**config.mk**
```make
export PLATFORM = sky130hd
export DESIGN_NAME = camera_config_sequencer
export DESIGN_NICKNAME = d
export VERILOG_FILES = /design/src/rtl/camera_config_sequencer.sv
export SDC_FILE = /design/constraint.sdc
export NUM_CORES = 1
export LEC_CHECK = 0
export ABC_AREA = 0
export BUFFER_PORTS_ARGS = -buffer_cell sky130_fd_sc_hd__clkbuf_2
export CAP_MARGIN = 10
export CELL_PAD_IN_SITES_DETAIL_PLACEMENT = 1
export CELL_PAD_IN_SITES_GLOBAL_PLACEMENT = 2
export CORE_ASPECT_RATIO = 0.8
export CORE_MARGIN = 10
export CORE_UTILIZATION = 36
export CTS_BUF_LIST = sky130_fd_sc_hd__clkbuf_8
export CTS_CLUSTER_SIZE = 20
export DETAILED_ROUTE_END_ITERATION = 7
export MAX_ROUTING_LAYER = met4
export PLACE_DENSITY = 0.79
export SLEW_MARGIN = 10
export SYNTH_ARGS = -nofsm -noshare
export SYNTH_HDL_FRONTEND = slang
export SYNTH_SLANG_ARGS = --single-unit
```
**constraint.sdc**
```tcl
create_clock -name i_clk -period 2.7 [get_ports i_clk]
set_input_delay 0.27 -clock i_clk [delete_from_list [all_inputs] [get_ports i_clk]]
set_output_delay 0.27 -clock i_clk [all_outputs]
set_load 0.02 [all_outputs]
```
**src/rtl/camera_config_sequencer.sv**
```systemverilog
// Walks the OV7670 configuration ROM and turns each {reg, data} entry into an SCCB
// write. 16'hFFF0 inserts a settle delay, 16'hFFFF ends the run, other 16'hFFxx entries
// are skipped. Stops at address 255 if no terminator is found.
module camera_config_sequencer #(
  parameter int unsigned DELAY_CYCLES = 1_000_000,
  parameter int unsigned DELAY_W      = $clog2(DELAY_CYCLES + 1)
) (
  input  logic        i_clk,
  input  logic        i_rstn,
  input  logic        i_start,
  output logic [7:0]  o_rom_addr,
  input  logic [15:0] i_rom_data,
  output logic        o_sccb_valid,
  output logic [7:0]  o_sccb_reg,
  output logic [7:0]  o_sccb_data,
  input  logic        i_sccb_ready,
  output logic        o_busy,
  output logic        o_done,
  output logic [7:0]  o_write_count
);

  typedef enum logic [2:0] {
    StIdle,
    StFetch,
    StWaitRom,
    StDecode,
    StWrite,
    StDelay,
    StDone
  } state_e;

  state_e state_q, state_d;

  logic [7:0]         addr_q, addr_d;
  logic [DELAY_W-1:0] cnt_q, cnt_d;
  logic [7:0]         reg_q, reg_d;
  logic [7:0]         data_q, data_d;
  logic [7:0]         count_q, count_d;

  // Set when the current entry is finished and the walk moves to the next one.
  logic advance;
  logic accept;
  logic start_ok;
  logic is_term, is_delay, is_skip;

  assign accept   = (state_q == StWrite) && i_sccb_ready;
  assign start_ok = ((state_q == StIdle) || (state_q == StDone)) && i_start;
  assign is_term  = (i_rom_data == 16'hFFFF);
  assign is_delay = (i_rom_data == 16'hFFF0);
  assign is_skip  = (i_rom_data[15:8] == 8'hFF) && !is_term && !is_delay;

  // State register; reset abandons any run in progress.
  always_ff @(posedge i_clk or negedge i_rstn) begin
    if (!i_rstn) begin
      state_q <= StIdle;
    end else begin
      state_q <= state_d;
    end
  end

  // Next-state logic.
  always_comb begin
    state_d = state_q;
    advance = 1'b0;
    unique case (state_q)
      StIdle, StDone: begin
        if (i_start) state_d = StFetch;
      end
      StFetch:   state_d = StWaitRom;
      StWaitRom: state_d = StDecode;
      StDecode: begin
        if (is_term) begin
          state_d = StDone;
        end else if (is_delay) begin
          state_d = StDelay;
        end else if (is_skip) begin
          advance = 1'b1;
        end else begin
          state_d = StWrite;
        end
      end
      StWrite: begin
        if (i_sccb_ready) advance = 1'b1;
      end
      StDelay: begin
        if (cnt_q == '0) advance = 1'b1;
      end
      default: state_d = StIdle;
    endcase
    // Address 255 is the last entry; no wrap, so a missing terminator still ends the run.
    if (advance) state_d = (addr_q == 8'hFF) ? StDone : StFetch;
  end

  // Datapath registers: address, delay counter, latched write and write counter.
  always_ff @(posedge i_clk or negedge i_rstn) begin
    if (!i_rstn) begin
      addr_q  <= '0;
      cnt_q   <= '0;
      reg_q   <= '0;
      data_q  <= '0;
      count_q <= '0;
    end else begin
      addr_q  <= addr_d;
      cnt_q   <= cnt_d;
      reg_q   <= reg_d;
      data_q  <= data_d;
      count_q <= count_d;
    end
  end

  // Datapath next-state.
  always_comb begin
    addr_d  = addr_q;
    cnt_d   = cnt_q;
    reg_d   = reg_q;
    data_d  = data_q;
    count_d = count_q;
    if (start_ok) begin
      addr_d  = '0;
      count_d = '0;
    end
    if ((state_q == StDecode) && is_delay) begin
      cnt_d = DELAY_W'(DELAY_CYCLES - 1);
    end
    if ((state_q == StDelay) && (cnt_q != '0)) begin
      cnt_d = cnt_q - DELAY_W'(1);
    end
    // Only real writes update the SCCB payload; it then holds until accepted.
    if ((state_q == StDecode) && (i_rom_data[15:8] != 8'hFF)) begin
      reg_d  = i_rom_data[15:8];
      data_d = i_rom_data[7:0];
    end
    if (accept && (count_q != 8'hFF)) begin
      count_d = count_q + 8'd1;
    end
    if (advance && (addr_q != 8'hFF)) begin
      addr_d = addr_q + 8'd1;
    end
  end

  // Outputs: valid comes from the registered state, so ready has no path to it.
  always_comb begin
    o_rom_addr    = addr_q;
    o_sccb_valid  = (state_q == StWrite);
    o_sccb_reg    = reg_q;
    o_sccb_data   = data_q;
    o_busy        = (state_q != StIdle) && (state_q != StDone);
    o_done        = (state_q == StDone);
    o_write_count = count_q;
  end

endmodule

```
Yosys cells after proc, flatten, opt, wreduce, memory -nomap -nowiden
Cells that the tools add are included.

Add/sub/neg operators: 3. Equal/unequal tests: 17. Muxes and demuxes: 18. Reductions and logical operators: 23.

Operators by type and width (number): 20-bit two-way mux (2); 16-bit == test, second input constant (2); 8-bit two-way mux (3); 8-bit inequality test, second input constant (3); 20-bit logical NOT (1); 20-bit nonzero test (1); 20-bit by 1-bit subtractor with 20-bit output, second input constant (1); 3-bit two-way mux (6); 8-bit by 1-bit adder with 8-bit output, second input constant (2); 8-bit == test, second input constant (2); 3-bit one-hot mux with 5 select lines (1); 1-bit logical AND (10); 3-bit == test, second input constant (3); 3-bit by 2-bit == test with 1-bit output, second input constant (2); 3-bit inequality test, second input constant (2); 2-bit nonzero test (3); 1-bit two-way mux (5); 5-bit inequality test, second input constant (1); 2-bit OR reduction (2); 3-bit by 1-bit == test with 1-bit output, second input constant (1); 3-bit logical NOT (1); 1-bit one-hot mux with 3 select lines (1); 3-bit AND reduction (1); 3-bit nonzero test (1); 3 further kinds (4).

Register bits after elaboration: 55.

Longest topological paths before layout
Word-level depth: 10. Depth in mapped cells: 9. Depth with buffers taken out: 8.

Worst setup path after synthesis
No wires, ideal clock.

Path type: flip-flop to flip-flop. From: reg state_q[0]. To: reg count_q[7] (netlist: o_write_count[7]). Arrival: 2.155 ns. Data required time: 2.567 ns. Slack: 0.412 ns. Cell stages (with the launch flop): 8. Path buffers: 1. Period minus slack after synthesis: 2.288 ns. Cells stage by stage: dfrtp_1 buf_2 nor3b_1 nand2_1 a31o_2 and2_1 o21ai_0 o31ai_1.

Longest elaborated chain between the ends: 4. Elaborated cells on any way between the ends: 9. Those cells by class: 2 x eq/ne; 1 x mux; 6 x reduce/logical.

Ends and longest elaborated chain: start, declared (line 32) `state_e state_q, state_d;`; start signal, assigned (line 55) `state_q <= StIdle;`; start signal, assigned (line 57) `state_q <= state_d;`; 3-bit == test (*); via o_sccb_valid (line 13) `output logic o_sccb_valid,`; 1-bit logical AND (*) (line 46) `assign accept = (state_q == StWrite) && i_sccb_ready;`; 1-bit logical AND (*) (line 133) `if (accept && (count_q != 8'hFF)) begin`; 8-bit two-way mux or 2-bit nonzero test (tied branches); end signal, assigned (line 107) `count_q <= count_d;`; end, declared (line 38) `logic [7:0] count_q, count_d;`.

The timed path passes the listed nets; every way through them passes the cells marked *. A chain may end at the register's enable or synchronous reset.

Final worst setup path
From: reg cnt_q[0]. To: reg addr_q[5] (netlist: o_rom_addr[5]).

Longest elaborated chain between the ends: 5. Elaborated cells on any way between the ends: 6. Those cells by class: 3 x mux; 3 x reduce/logical.

Ends and longest elaborated chain: start, declared (line 35) `logic [DELAY_W-1:0] cnt_q, cnt_d;`; start signal, assigned (line 104) `cnt_q <= cnt_d;`; 20-bit logical NOT (*) (line 86) `if (cnt_q == '0) advance = 1'b1;`; 1-bit two-way mux (*) (line 86); 1-bit one-hot mux with 3 select lines (*) (line 65) `unique case (state_q)`; 1-bit logical AND (*) (line 136) `if (advance && (addr_q != 8'hFF)) begin`; 8-bit two-way mux or 2-bit nonzero test (tied branches); end signal, assigned (line 103) `addr_q <= addr_d;`; end, declared (line 34) `logic [7:0] addr_q, addr_d;`.

Mark *: on every way between the ends. The rest lies on a longest branch, timed or not.

==> results.py <==
metrics = {
    "timing": {
        "drv_slew": 0,
        "slew_headroom_pct": 47.9,
        "fin_crit_sh_pct": 86.8,
        "rsz0062_at_grt": "false",
        "setup_viol_count_final": 0,
        "finalHoldViolations": 0,
        "worstMarginPinSlew_ns": 0.781,
        "finalCriticalPeriod_ns": 2.34,
        "skew_ns": 0.00840,
        "holdWs_ns": 0.205,
        "final.setup.tns_ns": 0,
        "fmax_ghz": 0.427,
    },
    "logic_synthesis": {
        "synth_area_leaders": "dfrtp_1, mux2_2, nand2_1",
        "synth_top_area_cell": "dfrtp_1",
        "syn_inst": 266,
        "ys_async_sr_fraction_pct": 100,
        "ys_ff_latch": 55,
        "synth_area_mm2": 0.00282,
        "synthFlopType": "dfrtp_1",
        "syn-num-nets": 289,
        "synth.top_cell.area_share_pct": 48.9,
        "yosysSeqAreaShare_pct": 48.9,
        "synth-edff-count": 0,
        "yosys.cell_types.count": 54,
        "yosysWarningCount": 0,
        "syn_area_per_cell_um2": 10.6,
    },
    "global_route": {
        "grt_util_met3_pct": 2.71,
        "grt_use_total_pct": 12.3,
        "grt_antenna_before_repair": 0,
        "grt_pass1_vias": 2247,
        "use_met1_pct": 17.8,
        "grt_pass1_wl_um": 11900,
        "grt_max_degree": 26,
        "grt_util_met2_pct": 17.2,
        "busiest_layer": "met1",
        "overflow": 0,
    },
    "clock_network": {
        "cts_tree": "yes",
        "numCtsBuffers": 5,
        "cts_resized": 0,
        "ctsHtreeMaxLevel": 2,
        "clkLatencyLatePin_ns": 0.31,
        "cts.sinks": 55,
        "clk_pin_slew_ns": 0.10,
        "clockBufferDepth": 2,
        "root_buffer": "clkbuf_8",
        "post_cts_buffers": 0,
    },
    "floorplanning": {
        "fp.dieH_um": 99.1,
        "die-area_mm2": 0.0118,
        "io_pins": 55,
        "dieWidth_um": 119,
        "num_rows": 28,
        "start_util_pct": 37.6,
        "core_mm2": 0.00750,
    },
    "worst_setup_path": {
        "startpoint_type": "flop",
        "worstPathCellList": "inv_1 > ha_1 > nor2b_1 > nor4b_4 > a22oi_2 > a32oi_2 > a21oi_2 > a211o_1",
        "critPathKind": "reg2reg",
        "critical_path_required_ns": 2.89,
        "crit_family": "simple AND/OR/NAND/NOR gates",
        "crit_path_max_fanout": 6,
        "slowest_stage": "nor2b_1",
        "path_buf_inv": 1,
        "worstPathArrival_ns": 2.53,
        "cp_slowest_stage_delay_ns": 0.50,
        "endpoint_kind": "flop",
    },
    "layout": {
        "nNetsFinal": 350,
        "final_cell_mix": "dfrtp_1, clkbuf_2, nand2_1",
        "drive_gt1_share_pct": 31.1,
        "layout_commonest_cell": "dfrtp_1",
        "diodes": 0,
        "top_register": "cnt_q",
        "area_growth_pct": 18.4,
        "fin_area_mm2": 0.00333,
        "largest_reg_flops": 20,
    },
    "route": {
        "drcViolationCount": 0,
        "wire_per_inst_um": 16.2,
        "num_vias": 2240,
        "drtAntennaViolNets": 0,
        "drtIter0Drc": 103,
        "post_drt_via_cell_ratio": 5.17,
        "totalWireLength_um": 7030,
        "dr.pass1.iters": 4,
    },
    "place": {
        "gp_congestion": 0.739,
        "placed_cell_area_mm2": 0.00323,
        "portBuffers": 54,
        "dp_hpwl_um": 5470,
    },
    "power_and_ir_drop": {
        "ir_drop_v": 0.000348,
        "power_leakage_nw": 1.52,
        "p_per_area_mw_per_mm2": 837,
    },
    "job": {
        "maxCapViolCount": 0,
    },
    "hold_path": {
        "hold_path.class": "in2reg",
    },
    "run_status": {
        "status": "complete, no violations",
    },
}
## cell families (layout without fill, tap and decap cells)
kind of cell             after synthesis  in the layout  synth area share (%)
adder cells (fa/ha/maj)                3              3                  1.33
multiplexers                          22             22                  8.58
XOR/XNOR                               8              8                  2.49
flip-flops                            55             55                  48.9
AND/OR/NAND/NOR                      107            107                  21.4
buffers and inverters                 16             78                  2.62
AO/OA/AOI/OAI                         55             55                  14.7
## report_power, final
part	total (mW)	internal (mW)	switching [mW]
clock network	0.487	0.210	0.277
logic	1.09	0.447	0.638
registers	1.22	1.04	0.173
total	2.79	1.70	1.09
## cells in the mapped netlist (4+ instances only)
library cell and n:
nand3_1 7, mux2i_1 5, nor2_1 21, a211o_1 4, mux2_2 17, xnor2_1 5
nand2_1 23, inv_1 8, and3_1 6, buf_2 5, nand4_1 5, a31oi_1 4
dfrtp_1 55, and2_1 5, nor3_1 11, a21oi_1 9, o21ai_0 17
## layout make-up
type / count / area [um2]
clock buffers: 6 / 82.6
clock inverters: 2 / 16.3
fillers: 891 / 4160
inverters: 8 / 30.0
multi-input cells: 195 / 1370
flip-flops and latches: 55 / 1380
well taps: 105 / 131
repair buffers: 62 / 333
## layer usage
metal | part of all wire [%] | vias to the layer above | routed length, um
li1 | - | 1098 | -
met1 | 54 | 1089 | 3820
met2 | 41 | 49 | 2890
met3 | 4.1 | 4 | 286
met4 | 0.48 | 0 | 34
met5 | 0 | - | 0
## worst paths after layout
check,start,endpoint,slack [ns],depth (start not counted)
max in group asynchronous,i_rstn,cnt_q[0],1.79,3
hold reg to reg,cnt_q[6],cnt_q[6],0.49,1
min in group asynchronous,i_rstn,o_sccb_reg[1],0.33,2
setup reg to reg,cnt_q[0],o_rom_addr[5],0.36,8
hold / removal,i_rom_data[8],o_sccb_reg[0],0.21,2
setup / recovery,cnt_q[0],o_rom_addr[5],0.36,8
## what timing repair did
| item | in CTS | in global routing |
|---|---|---|
| hold endpoints to repair | 6 | 0 |
| hold buffers | 1 | 0 |
| endpoints found under the setup margin | 0 | 0 |
## metrics by stage
step	std cells	util [%]	total power [mW]	setup slack [ns]
floorplan	266	-	1.95	0.412
global placement	424	43.0	2.30	0.492
detailed placement	424	43.0	2.33	0.371
CTS	433	44.5	2.83	0.349
global route	433	44.5	3.01	0.135
finish	433	44.5	2.79	0.358
Power figures use the tool's default switching activity.
